File: src/rtl/count_display_ctrl_if.sv
// Count input from the up/down counter and 2-digit 7-segment display outputs.
// master drives count and observes the display; slave is the display controller.
interface count_display_ctrl_if;
    logic [3:0] count;
    logic [6:0] seg;
    logic [1:0] an;
    logic       at_max;
    logic       at_min;
    logic       blink;

    modport master (
        output count,
        input  seg,
        input  an,
        input  at_max,
        input  at_min,
        input  blink
    );

    modport slave (
        input  count,
        output seg,
        output an,
        output at_max,
        output at_min,
        output blink
    );
endinterface

File: src/rtl/count_display_ctrl.sv
// Splits a 0..15 count into two decimal digits and multiplexes them onto a 2-digit 7-seg display.
// Latency count->seg is 2 edges; no backpressure, the display blinks while the count rests at 0 or 15.
module count_display_ctrl #(
    parameter int unsigned REFRESH_DIV = 4,
    parameter int unsigned HOLD_CYC    = 4,
    parameter int unsigned BLINK_DIV   = 8
) (
    input  logic                 clk,
    input  logic                 reset,
    count_display_ctrl_if.slave  disp
);
    localparam int RW = (REFRESH_DIV > 1) ? $clog2(REFRESH_DIV) : 1;
    localparam int HW = $clog2(HOLD_CYC + 1);
    localparam int BW = (BLINK_DIV > 1) ? $clog2(BLINK_DIV) : 1;

    localparam logic [RW-1:0] REF_LAST   = RW'(REFRESH_DIV - 1);
    localparam logic [HW-1:0] HOLD_LAST  = HW'(HOLD_CYC - 1);
    localparam logic [HW-1:0] HOLD_MAX   = HW'(HOLD_CYC);
    localparam logic [BW-1:0] BLINK_LAST = BW'(BLINK_DIV - 1);

    typedef enum logic [1:0] {
        SHOW,
        LIMIT_WAIT,
        BLINK
    } state_t;

    state_t          state;
    logic [3:0]      count_q;
    logic [3:0]      lim_q;
    logic [RW-1:0]   ref_cnt;
    logic            digit_sel;
    logic [HW-1:0]   hold_cnt;
    logic [BW-1:0]   blink_cnt;
    logic            phase_on;

    logic            tens;
    logic [3:0]      ones;
    logic            is_limit;
    logic            resting;
    logic            blinking;
    logic            blank;

    function automatic logic [6:0] seg_code(input logic [3:0] d);
        logic [6:0] s;
        case (d)
            4'd0:    s = 7'h3F;
            4'd1:    s = 7'h06;
            4'd2:    s = 7'h5B;
            4'd3:    s = 7'h4F;
            4'd4:    s = 7'h66;
            4'd5:    s = 7'h6D;
            4'd6:    s = 7'h7D;
            4'd7:    s = 7'h07;
            4'd8:    s = 7'h7F;
            4'd9:    s = 7'h6F;
            default: s = 7'h00;
        endcase
        return s;
    endfunction

    assign tens     = (count_q >= 4'd10);
    assign ones     = tens ? (count_q - 4'd10) : count_q;
    assign is_limit = (count_q == 4'd0) || (count_q == 4'd15);
    assign resting  = (count_q == lim_q);
    // Blanking only applies while still parked on the limit, so leaving it never shows a dark frame.
    assign blinking = (state == BLINK) && resting;
    assign blank    = blinking && !phase_on;

    always_ff @(posedge clk or negedge reset) begin
        if (!reset) begin
            count_q     <= 4'd0;
            lim_q       <= 4'd0;
            ref_cnt     <= '0;
            digit_sel   <= 1'b0;
            hold_cnt    <= '0;
            blink_cnt   <= '0;
            phase_on    <= 1'b1;
            state       <= SHOW;
            disp.seg    <= 7'h00;
            disp.an     <= 2'b01;
            disp.at_max <= 1'b0;
            disp.at_min <= 1'b0;
            disp.blink  <= 1'b0;
        end else begin
            count_q <= disp.count;

            if (ref_cnt == REF_LAST) begin
                ref_cnt   <= '0;
                digit_sel <= ~digit_sel;
            end else begin
                ref_cnt <= ref_cnt + 1'b1;
            end

            if (blank) begin
                disp.seg <= 7'h00;
            end else if (digit_sel) begin
                disp.seg <= tens ? 7'h06 : 7'h00;
            end else begin
                disp.seg <= seg_code(ones);
            end
            disp.an     <= digit_sel ? 2'b10 : 2'b01;
            disp.at_max <= (count_q == 4'd15);
            disp.at_min <= (count_q == 4'd0);
            disp.blink  <= blinking;

            case (state)
                SHOW: begin
                    if (is_limit) begin
                        state    <= LIMIT_WAIT;
                        hold_cnt <= HW'(1);
                        lim_q    <= count_q;
                    end
                end
                LIMIT_WAIT: begin
                    if (resting) begin
                        if (hold_cnt >= HOLD_LAST) begin
                            state     <= BLINK;
                            hold_cnt  <= HOLD_MAX;
                            phase_on  <= 1'b1;
                            blink_cnt <= '0;
                        end else begin
                            hold_cnt <= hold_cnt + 1'b1;
                        end
                    end else if (is_limit) begin
                        hold_cnt <= HW'(1);
                        lim_q    <= count_q;
                    end else begin
                        state    <= SHOW;
                        hold_cnt <= '0;
                    end
                end
                BLINK: begin
                    if (resting) begin
                        if (blink_cnt == BLINK_LAST) begin
                            blink_cnt <= '0;
                            phase_on  <= ~phase_on;
                        end else begin
                            blink_cnt <= blink_cnt + 1'b1;
                        end
                    end else if (is_limit) begin
                        state     <= LIMIT_WAIT;
                        hold_cnt  <= HW'(1);
                        lim_q     <= count_q;
                        phase_on  <= 1'b1;
                        blink_cnt <= '0;
                    end else begin
                        state     <= SHOW;
                        hold_cnt  <= '0;
                        phase_on  <= 1'b1;
                        blink_cnt <= '0;
                    end
                end
                default: state <= SHOW;
            endcase
        end
    end
endmodule

File: src/flat_wrapper.sv
// flat-port wrapper written by rule: the top's interface ports become plain ports
module count_display_ctrl_flat 
#(
    parameter int unsigned REFRESH_DIV = 4,
    parameter int unsigned HOLD_CYC    = 4,
    parameter int unsigned BLINK_DIV   = 8
)
  (clk, reset, disp_count, disp_seg, disp_an, disp_at_max, disp_at_min, disp_blink);
  count_display_ctrl_if disp_i ();
  input  logic clk;
  input  logic reset;
  input wire logic [$bits(disp_i.count)-1:0] disp_count;
  output wire logic [$bits(disp_i.seg)-1:0] disp_seg;
  output wire logic [$bits(disp_i.an)-1:0] disp_an;
  output wire logic [$bits(disp_i.at_max)-1:0] disp_at_max;
  output wire logic [$bits(disp_i.at_min)-1:0] disp_at_min;
  output wire logic [$bits(disp_i.blink)-1:0] disp_blink;
  assign disp_i.count = disp_count;
  assign disp_seg = disp_i.seg;
  assign disp_an = disp_i.an;
  assign disp_at_max = disp_i.at_max;
  assign disp_at_min = disp_i.at_min;
  assign disp_blink = disp_i.blink;
  count_display_ctrl #(.REFRESH_DIV(REFRESH_DIV), .HOLD_CYC(HOLD_CYC), .BLINK_DIV(BLINK_DIV)) u_core (.clk(clk), .reset(reset), .disp(disp_i));
endmodule
File: config.mk
export PLATFORM = sky130hd
export DESIGN_NAME = count_display_ctrl_flat
export DESIGN_NICKNAME = d
export VERILOG_FILES = /design/src/rtl/count_display_ctrl_if.sv /design/src/rtl/count_display_ctrl.sv /design/src/flat_wrapper.sv
export SDC_FILE = /design/constraint.sdc
export NUM_CORES = 1
export LEC_CHECK = 0
export ABC_CLOCK_PERIOD_IN_PS = 4200
export CORE_ASPECT_RATIO = 1.25
export CORE_MARGIN = 2
export CORE_UTILIZATION = 45
export DETAILED_ROUTE_END_ITERATION = 16
export HOLD_SLACK_MARGIN = 0.08
export PLACE_DENSITY_LB_ADDON = 0.25
export SYNTH_ARGS = -nofsm -noshare
export SYNTH_HDL_FRONTEND = slang
export SYNTH_SLANG_ARGS = --single-unit
File: constraint.sdc
create_clock -name clk -period 4.2 [get_ports clk]
set_input_delay 0.63 -clock clk [delete_from_list [all_inputs] [get_ports clk]]
set_output_delay 0.63 -clock clk [all_outputs]
set_load 0.05 [all_outputs]
Word level (Yosys, flattened, before mapping):

Memories as Yosys holds them, arrays and structs flattened.
Cells that the tools add are included.

* flip-flop bits (word level): 32
* latch bits: 0
* memory bits (writable): 0
* bits in read-only memories: 112
* bits of input ports: 6
* output and inout port bits: 12
* logic and storage cells: 83
* memories kept: 1

Memory list
* (no name shown): depth 16, width 7, rd ports 1, clocked after memory_dff 0, write ports 0, line count_display_ctrl.sv:45 `case (d)`

* add/sub/neg operators: 4
* multiply operators: 0
* divide/modulo/power cells: 0
* magnitude comparators: 2
* equal/unequal tests: 14
* shift operators: 0
* multiplexer cells: 32
* bitwise operators: 2
* reductions and logical operators: 15

Operators by type and width (number)
* $mux 3: 9
* $mux 2: 7
* $mux 7: 2
* $mux 4: 3
* $ne 3x3->1 const B: 3
* $pmux 3 s3: 1
* $pmux 4 s2: 1
* $reduce_and 4->1: 2
* $add 3x1->3 const B: 2
* $mux 1: 6
* $ne 2x1->1 const B: 3
* $pmux 2 s3: 1
* $pmux 3 s2: 1
* $reduce_and 3->1: 2
* $eq 2x2->1 const B: 2
* $eq 4x4->1: 1
* $eq 4x4->1 const B: 1
* $ge 4x4->1 const B: 1
* $logic_not 4->1: 1
* $ne 2x2->1 const B: 2
* $reduce_bool 2->1: 2
* $sub 4x4->4 const B: 1
* $eq 3x3->1 const B: 1
* $ge 3x2->1 const B: 1
* 11 further kinds: 13

Logic depth before layout (Yosys ltp):

* depth after elaboration: 5
* depth in mapped cells: 7
* gate-level depth less buffers: 7

Worst setup path before layout:

Ideal clock, no wire load.

* kind: reg-to-reg
* from: register u_core.hold_cnt[0]
* to: register u_core.blink_cnt[0]
* library setup time: 0.128 ns
* data arrival time: 1.942 ns
* data required time: 4.072 ns
* path slack: 2.130 ns
* stages on the path, launching flop included: 7
* path buffers: 0
* clock period less this slack: 2.070 ns
* path through: dfrtp_1 > ha_1 > ha_1 > a211oi_1 > and2b_1 > o21ai_1 > mux2_1

* cells in the longest elaborated chain, start to end: 3

RTL lines
* start: declaration: line count_display_ctrl.sv:32 `logic [HW-1:0] hold_cnt;`
* start signal: assignment: line count_display_ctrl.sv:122 `hold_cnt <= hold_cnt + 1'b1;`
* $ge 3x2->1: line count_display_ctrl.sv:116 `if (hold_cnt >= HOLD_LAST) begin`
* $ne 2x1->1 (no source line)
* $reduce_and 3->1 (no source line)
* end signal: assignment: line count_display_ctrl.sv:138 `blink_cnt <= blink_cnt + 1'b1;`
* end: declaration: line count_display_ctrl.sv:33 `logic [BW-1:0] blink_cnt;`

No other way between the ends.
A chain may end at the register's enable or synchronous reset.

Worst setup path after layout:

Ends and elaborated chain as after synthesis.

==> run_results.csv <==
group,metric,value,unit
sta,finalCriticalPeriod,2310,ps
sta,hold_viol_final,0,
critical_path,critPathKind,"reg2reg",
synth,synth_top_area_share,0.458,
floorplan,ios,18,
global_routing,grt_util_all_layers,0.159,
worst_hold_path,hold_class,"reg2reg",
floorplan,num_rows,24,
synth,synth_edf_count,0,
global_routing,grt_max_degree,33,
cts,clk_path_buf_depth,2,
pwr,seqPwrFrac,0.406,
finish,n_fill_cell,304,
cts,htree_num_levels,2,
sta,worstMarginPinSlew,580,ps
floorplan,die_x,58.0,um
synth,yosysTopAreaCell,"dfrtp_1",
pwr,p_leak,0.930,nW
synth,ys_types,37,
critical_path,cp_num_buf_inv,0,
finish,nets,190,
place,gp_congestion,0.784,
critical_path,cp-start-kind,"register",
global_routing,grt_pass1_vias,1112,
pwr,power.internal,0.646,mW
place,place_inst,202,
critical_path,crit_path_cell_trace,"ha_1 > ha_1 > a211oi_1 > and2b_1 > o21ai_1 > mux2_1",
detailed_routing,vias,1114,
cts,numCtsBuffers,5,
detailed_routing,avgRoutedWirePerCell,13.1,um
critical_path,r2r-end,"u_core.blink_cnt[0]",
pwr,swShare,0.324,
global_routing,overflow,0,
finish,final_util,0.564,
sta,drv_slew,0,
status,outcome,"finished, final reports clean",
critical_path,path_common_cell,"ha_1",
pwr,max-vdd-ir-drop,0.309,mV
place,io_buffers,17,
critical_path,max_stage_delay,460,ps
cts,clk_pin_slew_worst_paths,70,ps
global_routing,antenna_found_initial,0,
synth,syn-num-nets,167,
critical_path,worstSetupEndpoint,"u_core.blink_cnt[0]",
critical_path,worstPathRequired,4370,ps
sta,relSlewSlack,0.611,
synth,yosysSeqAreaShare,0.490,
synth,ys_ff_latch,32,
critical_path,end_kind,"register",
synth,synth-async-reset-ratio,1.00,
floorplan,dieHeight,71.5,um
critical_path,crit_slowest_cell,"a211oi_1",
cts,cts_root_buf,"clkbuf_8",
critical_path,worstPathArrival,2480,ps
worst_hold_path,hold_start,"u_core.ref_cnt[0]",
synth,yosys-top-cells-area,"dfrtp_1 46%, ha_1 11%, mux2_1 4.1%, dfstp_2 3.2%, a21oi_1 3.1%",
critical_path,rrSetupSlack,1890,ps
critical_path,path_max_fanout,5,
detailed_routing,dr.pass1.iters,4,
sta,min_period_over_period,0.550,
detailed_routing,finalWirelength,2.75,mm
synth,syn_area,0.00164,mm2
synth,syn_area_per_cell,11.1,um2
critical_path,rr_worst_depth,6,
sta,fmax,433,MHz
finish,drive_gt1_frac,0.117,
cts,hold_buffers,0,
critical_path,cp.depth,6,
finish,areaGrowthSynthToFinish,19.9,%
finish,stdcell_count,210,
detailed_routing,antenna_left,0,
critical_path,crit_start,"u_core.hold_cnt[0]",
global_routing,grt_pass1_wl,5.02,mm
cts,clock_latency,290,ps
cts,post_cts_resize_count,0,
critical_path,reg2reg_from,"u_core.hold_cnt[0]",
sta,skew,5.40,ps
floorplan,initial_core_util,0.470,
flow_run,max_cap_violations,0,
sta,setup_viol,0,
finish,n_antenna_cell,0,
pwr,clkPwrFrac,0.307,
cts,cts_setup_buffers,0,
sta,fin_setup_tns,0,ps
place,dp_hpwl,2.04,mm
floorplan,core-area,0.00348,mm2
detailed_routing,drtIter0Drc,27,
synth,yosysWarnings,0,
synth,syn_inst,147,
pwr,switching_power,0.310,mW
cts,clock_sinks,32,
cts,cts_tree,"yes",
pwr,comb_power_share,0.287,
synth,yosys_most_used_dff,"dfrtp_1",
floorplan,die_area,0.00414,mm2
detailed_routing,drc,0,
critical_path,crit_family,"compound AO/OA/AOI/OAI gates",
sta,rsz0062_at_grt,"false",
detailed_routing,avgViaCountPerCell,5.30,
pwr,p_per_area,487,mW/mm2
-- Yosys cell counts, drive strengths merged, types with 2 or more instances --
| cell type | count |
|---|---|
| a211oi | 4 |
| a21oi | 10 |
| a22o | 3 |
| a31oi | 2 |
| and2 | 2 |
| buf | 2 |
| dfrtp | 30 |
| dfstp | 2 |
| ha | 14 |
| inv | 13 |
| mux2 | 9 |
| mux2i | 2 |
| nand2 | 11 |
| nand3 | 3 |
| nand3b | 3 |
| nor2 | 9 |
| nor2b | 2 |
| nor4 | 2 |
| o21ai | 9 |
| or3 | 2 |
| xor2 | 5 |
-- routing by layer --
| metal | up-vias | GRT usage | routed length [um] |
|---|---|---|---|
| met5 | - | 0 | 0 |
| met4 | 0 | 0.0775 | 55 |
| met3 | 6 | 0.0523 | 126 |
| met2 | 24 | 0.255 | 1390 |
| met1 | 528 | 0.191 | 1180 |
| li1 | 556 | - | - |
-- metrics by stage --
stage / hold slack, ps / power [mW] / area [um2] / setup slack (ps)
finish: 435 / 0.956 / 1960 / 1890
global route: 459 / 1.02 / 1960 / 1680
CTS: 440 / 0.967 / 1960 / 1890
detailed placement: 429 / 0.670 / 1850 / 1900
global placement: 414 / 0.663 / 1850 / 2000
floorplan: 334 / 0.603 / 1640 / 2130
-- cells in the final DEF (no fill, tap or decap), types with 2 or more instances in the layout --
| cell | n |
|---|---|
| xor2_1 | 5 |
| nand2_1 | 10 |
| nor2b_1 | 2 |
| nand3_1 | 3 |
| clkbuf_8 | 5 |
| mux2i_1 | 2 |
| dfrtp_1 | 30 |
| o21ai_1 | 6 |
| dfstp_2 | 2 |
| and2_1 | 2 |
| a31oi_1 | 2 |
| o21ai_0 | 3 |
| inv_1 | 12 |
| a21oi_1 | 10 |
| a211oi_1 | 3 |
| nand3b_1 | 3 |
| mux2_1 | 6 |
| mux2_4 | 3 |
| clkdlybuf4s50_1 | 17 |
| nor2_1 | 9 |
| ha_1 | 14 |
| a22o_1 | 3 |
-- sequential cells by signal, indices dropped and copies added, names as in the netlist --
register and flops:
u_core.hold_cnt 3, u_core.disp.at_min 1, u_core.ref_cnt 2, u_core.phase_on 1
u_core.state 2, u_core.count_q 4, u_core.disp.seg 7, u_core.digit_sel 1
u_core.blink_cnt 3, u_core.lim_q 4, u_core.disp.an 2, u_core.disp.blink 1
u_core.disp.at_max 1
-- layout make-up --
| cell class | instances | area, um2 | share of cell area |
|---|---|---|---|
| Inverter | 13 | 48.8 | 0.0249 |
| Tap cell | 39 | 48.8 | 0.0249 |
| Clock buffer | 5 | 68.8 | 0.0351 |
| Sequential cell | 32 | 803 | 0.409 |
| Multi-Input combinational cell | 100 | 773 | 0.394 |
| Timing Repair Buffer | 18 | 178 | 0.0905 |
| Clock inverter | 3 | 42.5 | 0.0217 |
-- power by group through the flow --
stage	Sequential, mW	Combinational (mW)	Clock [mW]
after floorplan	0.415	0.188	0
after global placement	0.390	0.272	0
after detailed placement	0.394	0.276	0
after CTS	0.388	0.278	0.302
after global routing	0.395	0.309	0.320
final	0.388	0.275	0.294
-- worst min-delay path by stage --
stage | slack, ps | to | cells past startpoint
after CTS | 440 | u_core.ref_cnt[0] | 1
after floorplan | 330 | u_core.blink_cnt[0] | 0
after detailed placement | 430 | u_core.ref_cnt[0] | 1
final | 440 | u_core.ref_cnt[0] | 1
after global placement | 410 | u_core.ref_cnt[0] | 1
after global routing | 460 | u_core.ref_cnt[0] | 1
-- cell families after synthesis --
| kind of cell | after synthesis | share of synthesized area |
|---|---|---|
| AOI/OAI and AO/OA | 30 | 0.113 |
| xor gates and xnor gates | 5 | 0.0267 |
| adders and majority gates | 14 | 0.107 |
| buffers and inverters | 15 | 0.0374 |
| DFF | 32 | 0.490 |
| muxes | 11 | 0.0810 |
| and+or+nand+nor | 40 | 0.144 |
Note: power is estimated with default switching activity, not from simulation.
